**src/rtl/handle_pool_if.sv**
```systemverilog
// handle_pool_if: request/response and status signals between clients and the handle allocator.
interface handle_pool_if #(
  parameter int NUM_HANDLES = 8,
  parameter int ID_W = $clog2(NUM_HANDLES) + 1
);
  logic alloc_req, alloc_type, alloc_gnt, alloc_fail;
  logic [ID_W-1:0] alloc_id;
  logic free_req, free_ok, free_err;
  logic [ID_W-1:0] free_id;
  logic [ID_W-1:0] outstanding, open_file, open_net, peak_used;
  logic audit_req, audit_busy, audit_done;
  logic [ID_W-1:0] leak_count, leak_file, leak_net;
  logic [NUM_HANDLES-1:0] leak_mask;
  modport master (
    output alloc_req, alloc_type, free_req, free_id, audit_req,
    input alloc_gnt, alloc_fail, alloc_id, free_ok, free_err, outstanding, open_file, open_net,
          peak_used, audit_busy, audit_done, leak_count, leak_file, leak_net, leak_mask
  );
  modport slave (
    input alloc_req, alloc_type, free_req, free_id, audit_req,
    output alloc_gnt, alloc_fail, alloc_id, free_ok, free_err, outstanding, open_file, open_net,
           peak_used, audit_busy, audit_done, leak_count, leak_file, leak_net, leak_mask
  );
endinterface

```
**src/rtl/handle_pool_allocator.sv**
```systemverilog
// handle_pool_allocator: lowest-free handle allocator with type tracking, free checking and a serial leak audit.
module handle_pool_allocator #(
  parameter int NUM_HANDLES = 8,
  parameter int ID_W = $clog2(NUM_HANDLES) + 1
) (
  input logic clk,
  input logic rst_n,
  handle_pool_if.slave bus
);
  localparam int IW = $clog2(NUM_HANDLES);
  localparam int P = 1 << IW;
  typedef enum logic [1:0] {IDLE, SCAN, DONE} st_t;
  st_t st_q, st_n;
  logic [NUM_HANDLES-1:0] in_use, is_net, use_n, net_n, snap_use, snap_net;
  logic [P-1:0] use_p, net_p;
  logic [IW-1:0] k, fidx, idx;
  logic has_free, gnt, fok;
  logic [ID_W-1:0] out_n, file_n, netc_n, t_file, t_net;
  // pad bitmaps to a power of two so an out-of-range free_id never indexes past the end
  assign use_p = P'(in_use);
  assign net_p = P'(is_net);
  assign fidx = bus.free_id[IW-1:0];
  assign gnt = bus.alloc_req & has_free;
  assign fok = bus.free_req & (bus.free_id < ID_W'(NUM_HANDLES)) & use_p[fidx];
  assign out_n = bus.outstanding + ID_W'(gnt) - ID_W'(fok);
  assign file_n = bus.open_file + ID_W'(gnt & ~bus.alloc_type) - ID_W'(fok & ~net_p[fidx]);
  assign netc_n = bus.open_net + ID_W'(gnt & bus.alloc_type) - ID_W'(fok & net_p[fidx]);
  assign bus.audit_busy = st_q != IDLE;
  always_comb begin
    k = '0;
    has_free = 1'b0;
    for (int i = NUM_HANDLES - 1; i >= 0; i--)
      if (!in_use[i]) begin
        k = IW'(i);
        has_free = 1'b1;
      end
  end
  always_comb begin
    use_n = in_use;
    net_n = is_net;
    if (gnt) begin
      use_n[k] = 1'b1;
      net_n[k] = bus.alloc_type;
    end
    if (fok) use_n[fidx] = 1'b0;
  end
  always_comb begin
    st_n = st_q;
    st_n = st_q == IDLE ? (bus.audit_req ? SCAN : IDLE) :
           st_q == SCAN ? (idx == IW'(NUM_HANDLES - 1) ? DONE : SCAN) : IDLE;
  end
  always_ff @(posedge clk or negedge rst_n)
    if (!rst_n) begin
      st_q <= IDLE;
      in_use <= '0;
      is_net <= '0;
      snap_use <= '0;
      snap_net <= '0;
      idx <= '0;
      t_file <= '0;
      t_net <= '0;
      bus.alloc_gnt <= 1'b0;
      bus.alloc_fail <= 1'b0;
      bus.alloc_id <= '0;
      bus.free_ok <= 1'b0;
      bus.free_err <= 1'b0;
      bus.outstanding <= '0;
      bus.open_file <= '0;
      bus.open_net <= '0;
      bus.peak_used <= '0;
      bus.audit_done <= 1'b0;
      bus.leak_count <= '0;
      bus.leak_file <= '0;
      bus.leak_net <= '0;
      bus.leak_mask <= '0;
    end else begin
      st_q <= st_n;
      in_use <= use_n;
      is_net <= net_n;
      bus.alloc_gnt <= gnt;
      bus.alloc_fail <= bus.alloc_req & ~has_free;
      bus.alloc_id <= gnt ? ID_W'(k) : '0;
      bus.free_ok <= fok;
      bus.free_err <= bus.free_req & ~fok;
      bus.outstanding <= out_n;
      bus.open_file <= file_n;
      bus.open_net <= netc_n;
      bus.peak_used <= out_n > bus.peak_used ? out_n : bus.peak_used;
      bus.audit_done <= st_q == DONE;
      if (st_q == IDLE && bus.audit_req) begin
        snap_use <= in_use;
        snap_net <= is_net;
        idx <= '0;
        t_file <= '0;
        t_net <= '0;
      end
      if (st_q == SCAN) begin
        t_file <= t_file + ID_W'(snap_use[idx] & ~snap_net[idx]);
        t_net <= t_net + ID_W'(snap_use[idx] & snap_net[idx]);
        idx <= idx + 1'b1;
      end
      if (st_q == DONE) begin
        bus.leak_file <= t_file;
        bus.leak_net <= t_net;
        bus.leak_count <= t_file + t_net;
        bus.leak_mask <= snap_use;
      end
    end
endmodule

```
**src/flat_wrapper.sv**
```systemverilog
// flat-port wrapper written by rule: the top's interface ports become plain ports
module handle_pool_allocator_flat 
#(
  parameter int NUM_HANDLES = 8,
  parameter int ID_W = $clog2(NUM_HANDLES) + 1
)
  (clk, rst_n, bus_alloc_req, bus_alloc_type, bus_free_req, bus_free_id, bus_audit_req, bus_alloc_gnt, bus_alloc_fail, bus_alloc_id, bus_free_ok, bus_free_err, bus_outstanding, bus_open_file, bus_open_net, bus_peak_used, bus_audit_busy, bus_audit_done, bus_leak_count, bus_leak_file, bus_leak_net, bus_leak_mask);
  handle_pool_if #(.NUM_HANDLES(NUM_HANDLES), .ID_W(ID_W)) bus_i ();
  input logic clk;
  input logic rst_n;
  input wire logic [$bits(bus_i.alloc_req)-1:0] bus_alloc_req;
  input wire logic [$bits(bus_i.alloc_type)-1:0] bus_alloc_type;
  input wire logic [$bits(bus_i.free_req)-1:0] bus_free_req;
  input wire logic [$bits(bus_i.free_id)-1:0] bus_free_id;
  input wire logic [$bits(bus_i.audit_req)-1:0] bus_audit_req;
  output wire logic [$bits(bus_i.alloc_gnt)-1:0] bus_alloc_gnt;
  output wire logic [$bits(bus_i.alloc_fail)-1:0] bus_alloc_fail;
  output wire logic [$bits(bus_i.alloc_id)-1:0] bus_alloc_id;
  output wire logic [$bits(bus_i.free_ok)-1:0] bus_free_ok;
  output wire logic [$bits(bus_i.free_err)-1:0] bus_free_err;
  output wire logic [$bits(bus_i.outstanding)-1:0] bus_outstanding;
  output wire logic [$bits(bus_i.open_file)-1:0] bus_open_file;
  output wire logic [$bits(bus_i.open_net)-1:0] bus_open_net;
  output wire logic [$bits(bus_i.peak_used)-1:0] bus_peak_used;
  output wire logic [$bits(bus_i.audit_busy)-1:0] bus_audit_busy;
  output wire logic [$bits(bus_i.audit_done)-1:0] bus_audit_done;
  output wire logic [$bits(bus_i.leak_count)-1:0] bus_leak_count;
  output wire logic [$bits(bus_i.leak_file)-1:0] bus_leak_file;
  output wire logic [$bits(bus_i.leak_net)-1:0] bus_leak_net;
  output wire logic [$bits(bus_i.leak_mask)-1:0] bus_leak_mask;
  assign bus_i.alloc_req = bus_alloc_req;
  assign bus_i.alloc_type = bus_alloc_type;
  assign bus_i.free_req = bus_free_req;
  assign bus_i.free_id = bus_free_id;
  assign bus_i.audit_req = bus_audit_req;
  assign bus_alloc_gnt = bus_i.alloc_gnt;
  assign bus_alloc_fail = bus_i.alloc_fail;
  assign bus_alloc_id = bus_i.alloc_id;
  assign bus_free_ok = bus_i.free_ok;
  assign bus_free_err = bus_i.free_err;
  assign bus_outstanding = bus_i.outstanding;
  assign bus_open_file = bus_i.open_file;
  assign bus_open_net = bus_i.open_net;
  assign bus_peak_used = bus_i.peak_used;
  assign bus_audit_busy = bus_i.audit_busy;
  assign bus_audit_done = bus_i.audit_done;
  assign bus_leak_count = bus_i.leak_count;
  assign bus_leak_file = bus_i.leak_file;
  assign bus_leak_net = bus_i.leak_net;
  assign bus_leak_mask = bus_i.leak_mask;
  handle_pool_allocator #(.NUM_HANDLES(NUM_HANDLES), .ID_W(ID_W)) u_core (.clk(clk), .rst_n(rst_n), .bus(bus_i));
endmodule
```
**config.mk**
```make
export PLATFORM = sky130hd
export DESIGN_NAME = handle_pool_allocator_flat
export DESIGN_NICKNAME = d
export VERILOG_FILES = /design/src/rtl/handle_pool_if.sv /design/src/rtl/handle_pool_allocator.sv /design/src/flat_wrapper.sv
export SDC_FILE = /design/constraint.sdc
export NUM_CORES = 1
export LEC_CHECK = 0
export CORE_UTILIZATION = 55
export DETAILED_ROUTE_END_ITERATION = 8
export GPL_TIMING_DRIVEN = 0
export PLACE_DENSITY = 0.77
export SETUP_SLACK_MARGIN = 0.4
export SYNTH_ARGS = -nofsm -noshare
export SYNTH_HDL_FRONTEND = slang
export SYNTH_SLANG_ARGS = --single-unit
```
**constraint.sdc**
```tcl
create_clock -name clk -period 3.9 [get_ports clk]
set_input_delay 1.17 -clock clk [delete_from_list [all_inputs] [get_ports clk]]
set_output_delay 1.17 -clock clk [all_outputs]
set_load 0.05 [all_outputs]
```
# --- Word level (Yosys, flattened, before mapping) ---
# Cells that the tools add are included.
# Widths: inputs -> output; s select.
totals:
  wordCells: 108
  output_inout_bits: 46
  input_bits: 10
  register_bits: 90
  mem_bits_rw: 0
  memories: 0
  latch_bits: 0
  rom_bits: 0
classes:
  order_cmp: 7
  muxes: 41
  div: 0
  bitwise: 19
  n_mul: 0
  n_reduce_logical: 6
  shift: 0
  add_sub_neg: 10
  n_eq_ne: 3
op_table:
  columns: ["op", "count"]
  rows:
  - ["$mux 3", 11]
  - ["$add 4x4->4", 5]
  - ["$mux 8", 2]
  - ["$mux 1", 15]
  - ["$and 1x4->4", 3]
  - ["$bmux 1 s3", 4]
  - ["$lt 3x4->1 const B", 3]
  - ["$mux 4", 3]
  - ["$not 1->4", 3]
  - ["$and 1x1->1", 8]
  - ["$and 8x8->8", 1]
  - ["$bwmux 8", 1]
  - ["$not 8->8", 1]
  - ["$or 8x8->8", 1]
  - ["$sub 4x4->4", 2]
  - ["$demux 1 s3", 2]
  - ["$ge 3x1->1 const B", 2]
  - ["$mux 2", 3]
  - ["$add 4x1->4", 1]
  - ["$gt 4x4->1", 1]
  - ["$lt 4x4->1 const B", 1]
  - ["$reduce_bool 2->1", 2]
  - ["$sub 4x1->4", 1]
  - ["$add 3x1->3 const B", 1]
  - ["6 further kinds", 9]

# --- Logic depth before layout (Yosys ltp) ---
depth:
  word_depth: 16
  ltp_mapped: 16
  depth_no_buf: 15

# --- Worst setup path before layout ---
# No wires, ideal clock.
synth_timing:
  path_type: "input to register"
  startpoint: "in bus_free_id[1]"
  endpoint: "reg u_core.bus.peak_used[3] (netlist bit)"
  path_buffers: 1
  required_ns: 3.775
  slack_ns: -0.423
  setup_ns: 0.125
  arrival_ns: 4.198
  cell_stages: 15
  cell_sequence: "buf_6 > mux2i_1 > o32ai_2 > o31ai_4 > nor2_1 > ha_1 > inv_1 > ha_1 > fa_1 > xor2_1 > ha_1 > nand4_1 > o21ai_0 > a21oi_1 > mux2_2"
synth_between:
  elab_chain_len: 5
  elab_cells_between_ends: 7
  cone_classes: "add/sub (1); order compare (2); mux (2); bitwise (2)"
synth_rtl:
  columns: ["item", "line_no", "text"]
  rows:
  - ["start, declared", "flat_wrapper.sv:14", "input wire logic [$bits(bus_i.free_id)-1:0] bus_free_id;"]
  - ["$lt 4x4->1 / $bmux 1 s3 (equally long branches)", "handle_pool_allocator.sv:24", "assign fok = bus.free_req & (bus.free_id < ID_W'(NUM_HANDLES)) & use_p[fidx];"]
  - ["$and 1x1->1 / $mux 1 (equally long branches)", "handle_pool_allocator.sv:24", null]
  - ["$and 1x1->1 *", "handle_pool_allocator.sv:24", null]
  - ["named net u_core.fok", "handle_pool_allocator.sv:17", "logic has_free, gnt, fok;"]
  - ["$sub 4x1->4 *", "handle_pool_allocator.sv:25", "assign out_n = bus.outstanding + ID_W'(gnt) - ID_W'(fok);"]
  - ["named net u_core.out_n[2]", "handle_pool_allocator.sv:18", "logic [ID_W-1:0] out_n, file_n, netc_n, t_file, t_net;"]
  - ["$gt 4x4->1 *", "handle_pool_allocator.sv:88", "bus.peak_used <= out_n > bus.peak_used ? out_n : bus.peak_used;"]
  - ["end signal, assigned", "handle_pool_allocator.sv:88", null]
  - ["end, declared", "handle_pool_if.sv:22", "peak_used, audit_busy, audit_done, leak_count, leak_file, leak_net, leak_mask"]
# The timed path passes the listed nets; every way through them passes the cells marked *. The select of a mux whose other input is x is not followed.
# A chain may end at the register's enable or synchronous reset.

# --- Final worst setup path ---
layout_timing:
  startpoint: "in bus_free_id[1]"
  endpoint: "reg u_core.bus.peak_used[0] (netlist bit)"
# Same word-level chain as after synthesis.

==> run_results.csv <==
group,metric,value,unit
status,status,"finished clean",
routing,routed.top_layer,"met4",
hold_path,hp-class,"reg2reg",
logic_synthesis,yosys_warnings,0,
logic_synthesis,synth_top_cell_area_share,51.25,%
global_route,grt_max_degree,60,
logic_synthesis,synth_seq_area_share,51.25,%
routing,route.vias.total,3154,
timing,clock_skew,0.01201,ns
logic_synthesis,synth_nets,440,
timing,rsz0062_at_grt,"yes",
logic_synthesis,synth.avg_cell_area,10.84,um2
routing,drt-met1-wl,3.808,mm
final_layout,multiInputGateArea,2063,um2
timing,worst_slack,0.01584,ns
logic_synthesis,async_reset_ff_share,100.0,%
power,p_seq_share,29.8,%
placement,dp_worst_setup_slack,-1.086,ns
timing,worstMarginPinSlew,0.5224,ns
die,core_area,7687,um2
setup_path,cp-end-kind,"flop",
clock_tree,clk_latency,0.36,ns
run,max_cap_viol_count,0,
final_layout,final_util,71.70,%
clock_tree,root_buffer,"clkbuf_8",
die,floorplan.initialDensity,56.53,%
setup_path,critPathMaxFanout,8,
setup_path,cp_cell_sequence,"buf_12 -> mux2i_4 -> o32ai_4 -> o31ai_4 -> nor2_2 -> ha_4 -> inv_2 -> ha_4 -> fa_2 -> xor2_2 -> ha_1 -> nand4_1 -> o21ai_2 -> a21oi_2 -> buf_4 -> mux2_4",
placement,globalplace.congestion,0.9042,
setup_path,path_common_cell,"ha_4",
power,p_leak,0.002577,uW
final_layout,fillers,556,
logic_synthesis,synth_top_cell_by_area,"dfrtp_1",
logic_synthesis,syn_area,4345,um2
global_route,grt_overflow,0,
clock_tree,cts_hold_buffers,0,
clock_tree,cts.sinks,89,
final_layout,area_growth,26.84,%
routing,met3WireLength,360,um
timing,period_needed,3.884,ns
setup_path,start_kind,"input pin",
routing,wl_met2,4.640,mm
global_route,grt_pass1_vias,3156,
logic_synthesis,synth.area.top_cells,"dfrtp_1 51%, ha_1 7.2%, nand2_1 6.7%",
final_layout,fin_nets,520,
global_route,grt_first_pass_wirelength,15.33,mm
timing,setup_viol,0,
clock_tree,cts_tree,"built",
power,p_total,5416,uW
routing,dr.first_iter.drc_count,233,
power,p_sw,2404,uW
power,vdd_drop_max,0.0009959,V
timing,maxSlewHeadroom,65.06,%
logic_synthesis,ys_types,50,
setup_path,crit_slowest_cell,"fa_2",
final_layout,regArea,2227,um2
die,dieWidth,90.89,um
final_layout,most-common-layout-cells,"89 x dfrtp_1, 74 x nand2_1, 49 x clkdlybuf4s50_1, 30 x inv_1, 21 x ha_1",
clock_tree,clkSlewWorstSetupHoldPaths,0.08,ns
clock_tree,cts_buffers,9,
setup_path,crit_required,4.14,ns
logic_synthesis,ys.flop_type,"dfrtp_1",
routing,drc_errors,0,
power,power.density,982.6,nW/um2
final_layout,layout-drive-gt1-share,15.64,%
placement,place_hpwl,6.148,mm
timing,slew_viol_final,0,
routing,ant_nets,0,
logic_synthesis,synth-edff-count,0,
die,rows,32,
setup_path,slowest_delay,0.35,ns
timing,hold_slack,0.4778,ns
routing,wirelength,9.052,mm
timing,setup_tns,0,ns
logic_synthesis,synthCells,401,
setup_path,crit_arrival,4.13,ns
die,dieArea,8260,um2
timing,fmax,257.5,MHz
power,combinationalPowerShare,58.8,%
final_layout,antennaDiodeCount,0,
routing,first_pass_iters,4,
die,fp.dieH,90.89,um
clock_tree,cts_buffer_depth,2,
setup_path,worstSetupPathType,"in2reg",
global_route,antenna_found_initial,0,
placement,port_buffers,52,
clock_tree,htree_levels,3,
power,power.share.clock,11.3,%
final_layout,final_common_cell,"dfrtp_1",
power,switching_share,44.38,%
routing,detail_route.wl_per_cell,15.39,um
die,io_pins,56,
timing,period_share,99.59,%
logic_synthesis,synth_seq_cells,89,
power,power.internal,3012,uW
global_route,track_usage,23.81,%
timing,finalHoldViolCount,0,
routing,avgViaCountPerCell,5.364,
==> routing by layer <==
metal / up-vias / global-route usage (%)
li1: 1525 / -
met1: 1520 / 31.33
met2: 86 / 39.02
met3: 23 / 3.283
met4: 0 / 11.51
met5: - / 0
==> logic make-up (layout without fill, tap and decap cells) <==
family / count (synthesis) / count (layout) / share of synthesized area [%]
and+or+nand+nor: 129 / 129 / 13.16
adders and majority gates: 29 / 29 / 9.041
AOI/OAI and AO/OA: 54 / 54 / 8.639
buffers and inverters: 50 / 135 / 5.096
other: 1 / 1 / 0.08630
DFF: 89 / 89 / 51.25
xor gates and xnor gates: 14 / 14 / 2.822
muxes: 35 / 35 / 9.905
==> worst max-delay path, delay by kind of cell <==
kind,cells,cell delay (ns)
muxes,2,0.54
adders and majority gates,4,1.10
AOI/OAI and AO/OA,4,0.62
buffers and inverters,3,0.30
and+or+nand+nor,2,0.22
xor gates and xnor gates,1,0.17
==> power by group through the flow <==
| stage | combinational, uW | clock (uW) | sequential (uW) |
|---|---|---|---|
| 2_1_floorplan | 1310 | 0 | 2250 |
| 3_3_place_gp | 2630 | 0 | 1610 |
| 3_5_place_dp | 2720 | 0 | 1630 |
| 4_1_cts | 3010 | 628 | 1620 |
| 5_1_grt | 3430 | 664 | 1670 |
| 6_report | 3190 | 615 | 1610 |
==> final timing paths <==
| kind | from | depth (start not counted) | slack (ns) | endpoint |
|---|---|---|---|---|
| setup / recovery | bus_free_id[1] | 16 | 0.02 | u_core.bus.peak_used[0] |
| hold / removal | u_core.snap_net[2] | 2 | 0.48 | u_core.snap_net[2] |
| setup reg to reg | u_core.in_use[5] | 13 | 0.37 | u_core.bus.peak_used[0] |
| hold reg to reg | u_core.snap_net[2] | 2 | 0.48 | u_core.snap_net[2] |
| max in group asynchronous | rst_n | 2 | 2.53 | u_core.snap_use[6] |
| min in group asynchronous | rst_n | 1 | 0.75 | u_core.bus.open_file[2] |
==> through the flow <==
step / std cells / area (um2)
4_1_cts: 581 / 5418
2_1_floorplan: 401 / 4374
3_3_place_gp: 555 / 5022
5_1_grt: 588 / 5512
6_report: 588 / 5512
3_5_place_dp: 556 / 5047
==> Yosys cell counts, types with 2 or more instances <==
cell / n
nand2b_1: 6
mux2_1: 23
o21ai_0: 5
nand2_1: 77
ha_1: 25
xnor2_1: 10
and2_1: 5
nand4_1: 5
o32a_1: 5
xor2_1: 4
fa_1: 4
inv_2: 3
mux2i_1: 7
nor2_1: 13
clkbuf_1: 9
buf_4: 2
inv_1: 32
nor2b_1: 3
o21ai_1: 17
a21o_1: 4
o31ai_1: 3
a21oi_1: 8
mux4_2: 4
nor3_1: 6
buf_2: 2
nand3_1: 7
dfrtp_1: 89
==> state kept, by name (all words and copies together), names as in the netlist, 8 cells and up <==
signal                flops
u_core.bus.leak_mask      8
u_core.in_use             8
u_core.is_net             8
u_core.snap_net           8
u_core.snap_use           8
==> cell type report <==
cell class	count	area share, %
multi-input cells	262	37.43
well taps	102	2.316
flip-flops and latches	89	40.41
clock inverters	5	1.022
clock buffers	11	2.384
plain buffers	15	1.862
inverters	35	2.429
repair buffers	69	12.15
==> repair_timing <==
item	CTS	global route
endpoints found under the setup margin	8	4
pin swaps	12	11
buffers inserted	9	7
gates cloned	0	0
gates resized for setup	31	8
Note: power is estimated with default switching activity, not from simulation.
